File: config.mk
export PLATFORM = sky130hd
export DESIGN_NAME = ext_pipe
export DESIGN_NICKNAME = d
export VERILOG_FILES = /design/src/rtl/ext_pipe.sv
export SDC_FILE = /design/constraint.sdc
export NUM_CORES = 1
export LEC_CHECK = 0
export ABC_AREA = 1
export ABC_CLOCK_PERIOD_IN_PS = 1700
export CAP_MARGIN = 20
export CORE_UTILIZATION = 35
export DETAILED_ROUTE_END_ITERATION = 6
export PLACE_DENSITY = 0.56
export SLEW_MARGIN = 20
export SYNTH_ARGS = -nofsm -noshare
export SYNTH_HDL_FRONTEND = slang
export SYNTH_SLANG_ARGS = --single-unit
File: constraint.sdc
create_clock -name clk -period 1.7 [get_ports clk]
set_input_delay 0.51 -clock clk [delete_from_list [all_inputs] [get_ports clk]]
set_output_delay 0.51 -clock clk [all_outputs]
set_load 0.01 [all_outputs]
File: src/rtl/ext_pipe.sv
// ext_pipe: registered immediate / load-data extension stage for the p7 datapath.
// One beat of combinational extension feeds a 2-entry FIFO (head + skid).
// in_ready is registered from the next FIFO state, so out_ready has no
// combinational path to in_ready.
module ext_pipe #(
   parameter int                DATA_W   = 32,
   parameter int                IMM_W    = 16,
   parameter int                EXC_W    = 5,
   parameter logic [EXC_W-1:0]  EXC_ADEL = EXC_W'(4)
) (
   input  logic              clk,
   input  logic              reset,
   input  logic              flush,
   input  logic              in_valid,
   output logic              in_ready,
   input  logic [2:0]        op,
   input  logic [IMM_W-1:0]  imm,
   input  logic [DATA_W-1:0] rdata,
   input  logic [1:0]        addr_lo,
   output logic              out_valid,
   input  logic              out_ready,
   output logic [DATA_W-1:0] result,
   output logic              exc,
   output logic [EXC_W-1:0]  exc_code
);

   // One buffered entry: {exc, result}
   localparam int ENT_W = DATA_W + 1;

   typedef enum logic [1:0] {EMPTY = 2'd0, ONE = 2'd1, FULL = 2'd2} state_t;

   state_t             state_reg, state_next;
   logic               in_ready_reg;
   logic [ENT_W-1:0]   head_reg, skid_reg;
   logic               load_head, load_skid, shift_skid;
   logic               accept, drain;

   logic [7:0]         byte_lane;
   logic [15:0]        half_lane;
   logic [DATA_W-1:0]  calc_result;
   logic               calc_misalign;

   // Lane selection: little-endian, byte lane addr_lo, half lane addr_lo[1]
   assign byte_lane = rdata[{addr_lo, 3'b000} +: 8];
   assign half_lane = rdata[{addr_lo[1], 4'b0000} +: 16];

   // Extension datapath; misaligned half/word loads produce a zero result
   always_comb begin
      calc_result   = '0;
      calc_misalign = 1'b0;
      case (op)
         3'b000: calc_result = {{(DATA_W-IMM_W){imm[IMM_W-1]}}, imm};
         3'b001: calc_result = {{(DATA_W-IMM_W){1'b0}}, imm};
         3'b010: calc_result = {imm, {(DATA_W-IMM_W){1'b0}}};
         3'b011: calc_result = {{(DATA_W-8){byte_lane[7]}}, byte_lane};
         3'b100: calc_result = {{(DATA_W-8){1'b0}}, byte_lane};
         3'b101: begin
            calc_result   = {{(DATA_W-16){half_lane[15]}}, half_lane};
            calc_misalign = addr_lo[0];
         end
         3'b110: begin
            calc_result   = {{(DATA_W-16){1'b0}}, half_lane};
            calc_misalign = addr_lo[0];
         end
         default: begin
            calc_result   = rdata;
            calc_misalign = (addr_lo != 2'b00);
         end
      endcase
      if (calc_misalign)
         calc_result = '0;
   end

   assign accept = in_valid && in_ready_reg;
   assign drain  = (state_reg != EMPTY) && out_ready;

   // FIFO control: flush wins over accept and drain
   always_comb begin
      state_next = state_reg;
      load_head  = 1'b0;
      load_skid  = 1'b0;
      shift_skid = 1'b0;
      if (flush) begin
         state_next = EMPTY;
      end else begin
         case (state_reg)
            EMPTY: begin
               if (accept) begin
                  state_next = ONE;
                  load_head  = 1'b1;
               end
            end
            ONE: begin
               if (accept && drain) begin
                  load_head = 1'b1;
               end else if (accept) begin
                  state_next = FULL;
                  load_skid  = 1'b1;
               end else if (drain) begin
                  state_next = EMPTY;
               end
            end
            FULL: begin
               if (drain) begin
                  state_next = ONE;
                  shift_skid = 1'b1;
               end
            end
            default: state_next = EMPTY;
         endcase
      end
   end

   // State register; in_ready follows the state being entered
   always_ff @(posedge clk or negedge reset) begin
      if (!reset) begin
         state_reg    <= EMPTY;
         in_ready_reg <= 1'b0;
      end else begin
         state_reg    <= state_next;
         in_ready_reg <= (state_next != FULL);
      end
   end

   // Entry storage: head is what the consumer sees, skid holds the second beat
   always_ff @(posedge clk or negedge reset) begin
      if (!reset) begin
         head_reg <= '0;
         skid_reg <= '0;
      end else begin
         if (load_head)
            head_reg <= {calc_misalign, calc_result};
         else if (shift_skid)
            head_reg <= skid_reg;
         if (load_skid)
            skid_reg <= {calc_misalign, calc_result};
      end
   end

   // Outputs are gated by validity so an empty stage always presents zeros
   assign in_ready  = in_ready_reg;
   assign out_valid = (state_reg != EMPTY);
   assign result    = out_valid ? head_reg[DATA_W-1:0] : '0;
   assign exc       = out_valid & head_reg[DATA_W];
   assign exc_code  = exc ? EXC_ADEL : '0;

endmodule

After elaboration in Yosys (flattened, before gate mapping)
Cells that the tools add are included.
{ "totals": {"register_bits": 69, "input_bits": 58} }
{ "classes": {"eq_ne": 9, "shift": 2, "mux": 24, "bitwise": 1, "reduce_logical": 10} }
{ "op_table": {"columns": ["operator", "count"], "rows": [
  ["case mux 32 bit (7 select lines)", 1],
  ["2-to-1 mux 33 bit", 2],
  ["2-to-1 mux 32 bit", 2],
  ["indexed part select 32 x 6 -> 16 bit", 1],
  ["indexed part select 32 x 6 -> 8 bit", 1],
  ["2-to-1 mux 2 bit", 6],
  ["== test 3 bit (second input constant)", 3],
  ["2-to-1 mux 1 bit", 9],
  ["== test 3 x 2 -> 1 bit (second input constant)", 2],
  ["case mux 2 bit (3 select lines)", 1],
  ["nonzero test 2 bit", 3],
  ["OR reduction 5 bit", 1],
  ["case mux 1 bit (2 select lines)", 2],
  ["== test 3 x 1 -> 1 bit (second input constant)", 1],
  ["logical AND 1 bit", 3],
  ["logical NOT 3 bit", 1],
  ["2-to-1 mux 3 bit", 1],
  ["== test 2 x 1 -> 1 bit (second input constant)", 1],
  ["== test 2 bit (second input constant)", 1],
  ["logical NOT 2 bit", 1],
  ["inequality test 2 bit (second input constant)", 1],
  ["OR reduction 2 bit", 1],
  ["bitwise AND 1 bit", 1]
]} }

Longest topological paths before layout
{ "logic_depth": {"ltp_word": 8, "ltp_mapped": 12, "ltp_nobuf": 10} }

Worst setup path before layout
Ideal clock, no wire load.
{ "synth_path": {"kind": "register to output", "from": "reg state_reg[1]", "to": "out out_valid", "t_arrival_ns": 1.174, "required_ns": 1.190, "setup_slack_ns": 0.016, "stages_incl_launch_ff": 5, "n_path_buf": 2, "path_cell_list": "dfrtp_1 > buf_2 > nor2_1 > clkbuf_1 > inv_1"} }
{ "synth_between": {"elab_chain_len": 1} }
{ "synth_rtl": {"columns": ["element", "line_no", "rtl"], "rows": [
  ["from (decl)", "32", "state_t state_reg, state_next;"],
  ["from (signal assigned)", "120", "state_reg <= state_next;"],
  ["nonzero test 2 bit", "142", "assign out_valid = (state_reg != EMPTY);"],
  ["to (decl)", "20", "output logic out_valid,"]
]} }
No other way between the ends.

Worst setup path after layout
{ "layout_path": {"from": "reg state_reg[1]", "to": "out result[16]"} }
{ "layout_between": {"elab_chain_len": 2} }
{ "layout_rtl": {"columns": ["element", "line_no", "rtl"], "rows": [
  ["nonzero test 2 bit", "142", null],
  ["2-to-1 mux 32 bit", "143", "assign result = out_valid ? head_reg[DATA_W-1:0] : '0;"],
  ["to (decl)", "22", "output logic [DATA_W-1:0] result,"]
]} }
No other way between the ends.

==> impl_metrics.yaml <==
status:
  status: "finished, violations left"
  violations: "negative setup slack"
timing:
  rsz0062_at_grt: "true"
  min_period_over_period: 1.109
  hold_violations: 0
  fmax_ghz: 0.5305
  setup_slack_ns: -0.1851
  setup_viol: 39
  period_needed_ns: 1.885
  drv_slew: 0
  fin_skew_ns: 0.006673
global_routing:
  grt_pass1_vias: 4661
  antenna_found_initial: 0
  gr-total-overflow: 0
  grt_max_degree: 70
  grt_usage: 0.2404
  grt_pass1_wl_um: 24080
yosys:
  syn_area_per_cell_sq_um: 6.468
  synthArstFlopShare: 1.000
  synth_edf_count: 0
  yosys_register_bits: 69
  yosysWarnings: 0
  synthFlopType: "dfrtp_1"
  yosysUniqueCellTypes: 28
  synth_cells: 695
  synth_common_cells: "nand2_1, nor2_1, inv_1"
  syn_area_sq_mm: 0.004496
  synth_top_cell_area_share: 0.3841
  synth.most_common_cell: "nand2_1"
  yosysSeqAreaShare: 0.3841
  synth.area.top_cells: "dfrtp_1, nand2_1, nor2_1, inv_1, nand3_1"
  synth_top_cell_by_area: "dfrtp_1"
detailed_routing:
  viasPerCell: 4.851
  wire_per_inst_um: 15.62
  wirelength_um: 15690
  antenna_left: 0
  via_count: 4870
  route.detailed.drc: 0
  drtPass1Iterations: 5
  drt_iter0_drc: 385
cts:
  cts_buffers: 9
  htree_levels: 3
  clock_path_buffers: 2
  clock_sinks: 69
  worstSkewPairLatency_ns: 0.33
  clk_pin_slew_ns: 0.06
  cts_tree: "built"
  root_buffer: "clkbuf_16"
power_and_ir_drop:
  p_sw_w: 0.001871
  power-per-cell-area_mw_per_mm2: 895.5
  ir_drop_mv: 0.4291
  seq_power_share: 0.361
  p_int_w: 0.004019
  power_switching_share: 0.3176
  p_leak_nw: 3.418
  combPwrFrac: 0.289
  p_clk_frac: 0.350
  power_w: 0.005889
place:
  placedCellCount: 974
  finalWeightedCongestion: 0.9234
  dp_hpwl_um: 10660
  io_buffers: 93
cells_and_area:
  layout.nets: 885
  final_core_util: 0.5232
  multi_input_area_sq_mm: 0.002362
  final_cells: 1004
  drive_above_1_share: 0.2115
  area_growth_pct: 46.28
  final-seq-area_sq_mm: 0.001727
  fillCellCount: 1258
  n_antenna_cell: 0
worst_setup_path:
  cp.required_ns: 1.19
  path_class: "reg2out"
  reg2reg_from: "state_reg[0]"
  endpoint_kind: "primary output"
  rrSetupSlack_ns: -0.01
  crit_start: "state_reg[1]"
  crit_arrival_ns: 1.38
  path_max_fanout: 5
  cp-start-kind: "flip-flop"
  endpoint: "result[16]"
  reg2reg_depth: 8
  reg2reg_to: "skid_reg[17]"
floorplan:
  die_h_um: 115.3
  core_sq_mm: 0.01257
  ios: 98
  start_util: 0.3577
  row_count: 41
  fp.dieW_um: 115.3
  die_area_sq_mm: 0.01330
min_path:
  hp-class: "in2async"
flow_run:
  maxCapViolCount: 0
-- layer usage --
metal	GRT usage	wire [um]	share of wire	vias to the layer above
met5	0	0	0	-
met4	0.06494	210	0.013	0
met3	0.03954	688	0.044	19
met2	0.3920	7441	0.47	126
met1	0.3290	7347	0.47	2301
li1	-	-	-	2424
-- metrics by stage --
step	setup WS [ns]	TNS [ns]	hold slack (ns)	instance area, sq um
global placement	-0.5137	-33.43	0.4636	5909
floorplan	0.01605	0	0.2144	4507
finish	-0.1851	-5.229	0.1974	6576
detailed placement	-0.5224	-35.49	0.4654	5909
global route	-0.2343	-9.578	0.2206	6576
CTS	-0.1850	-5.728	0.2102	6307
-- final cells by class --
| type | count | area share |
|---|---|---|
| clock buffers | 9 | 0.03425 |
| multi-input cells | 487 | 0.3592 |
| well taps | 172 | 0.03272 |
| clock inverters | 7 | 0.01484 |
| repair buffers | 158 | 0.2378 |
| flip-flops and latches | 69 | 0.2626 |
| inverters | 102 | 0.05860 |
-- cells by family after synthesis --
group	after synthesis	share of synthesized area
buf+inv	142	0.1350
flops	69	0.3841
other cells	1	0.0008342
simple gates	399	0.3654
compound gates	84	0.1147
-- power by group through the flow --
stage               clock network, W  logic [W]  registers (W)
global route                 0.00216    0.00191        0.00217
finish                       0.00206    0.00170        0.00213
detailed placement                 0    0.00154        0.00215
CTS                          0.00209    0.00162        0.00212
floorplan                          0   0.000902        0.00211
global placement                   0    0.00152        0.00214
-- layout by cell type (no fill, tap or decap), types with 6 or more instances in the layout --
cell             Yosys  layout
dfrtp_1             69      69
nor2_4               1      10
clkbuf_16            0      13
buf_12               0      10
o22ai_1             28      28
nand3_2              2       6
nor2_1             112      95
inv_1               98      89
buf_6                2      17
nand2_1            211     203
a21oi_1             14      13
inv_2                3      11
buf_4               12      39
nand4_1              9       9
nand2_2              4      10
o21bai_1            10      10
o21ai_1              1      12
nor2_2               0       8
clkdlybuf4s50_1      0      46
nand3_1             56      50
buf_2               11      27
-- how the worst min path moves through the flow --
stage	end	start	slack, ns
final	in_ready	reset	0.20
after global routing	in_ready	reset	0.22
after CTS	in_ready	reset	0.21
after detailed placement	skid_reg[2]	skid_reg[2]	0.47
after global placement	skid_reg[3]	skid_reg[3]	0.46
after floorplan	head_reg[0]	reset	0.21
-- critical path, cell delays in order (launching register included) --
cell     delay (ns)
dfrtp_1        0.41
nor2_4         0.15
buf_8          0.16
buf_8          0.14
nor2_2         0.04
buf_2          0.13
-- what timing repair did --
action                                  in CTS  in global routing
hold buffers                                 0                  0
gates resized for setup                    196                 63
endpoints found under the setup margin     101                102
pin swaps                                    3                  8
setup buffers                                4                  3
gates cloned                                 5                  4
Power figures use the tool's default switching activity.
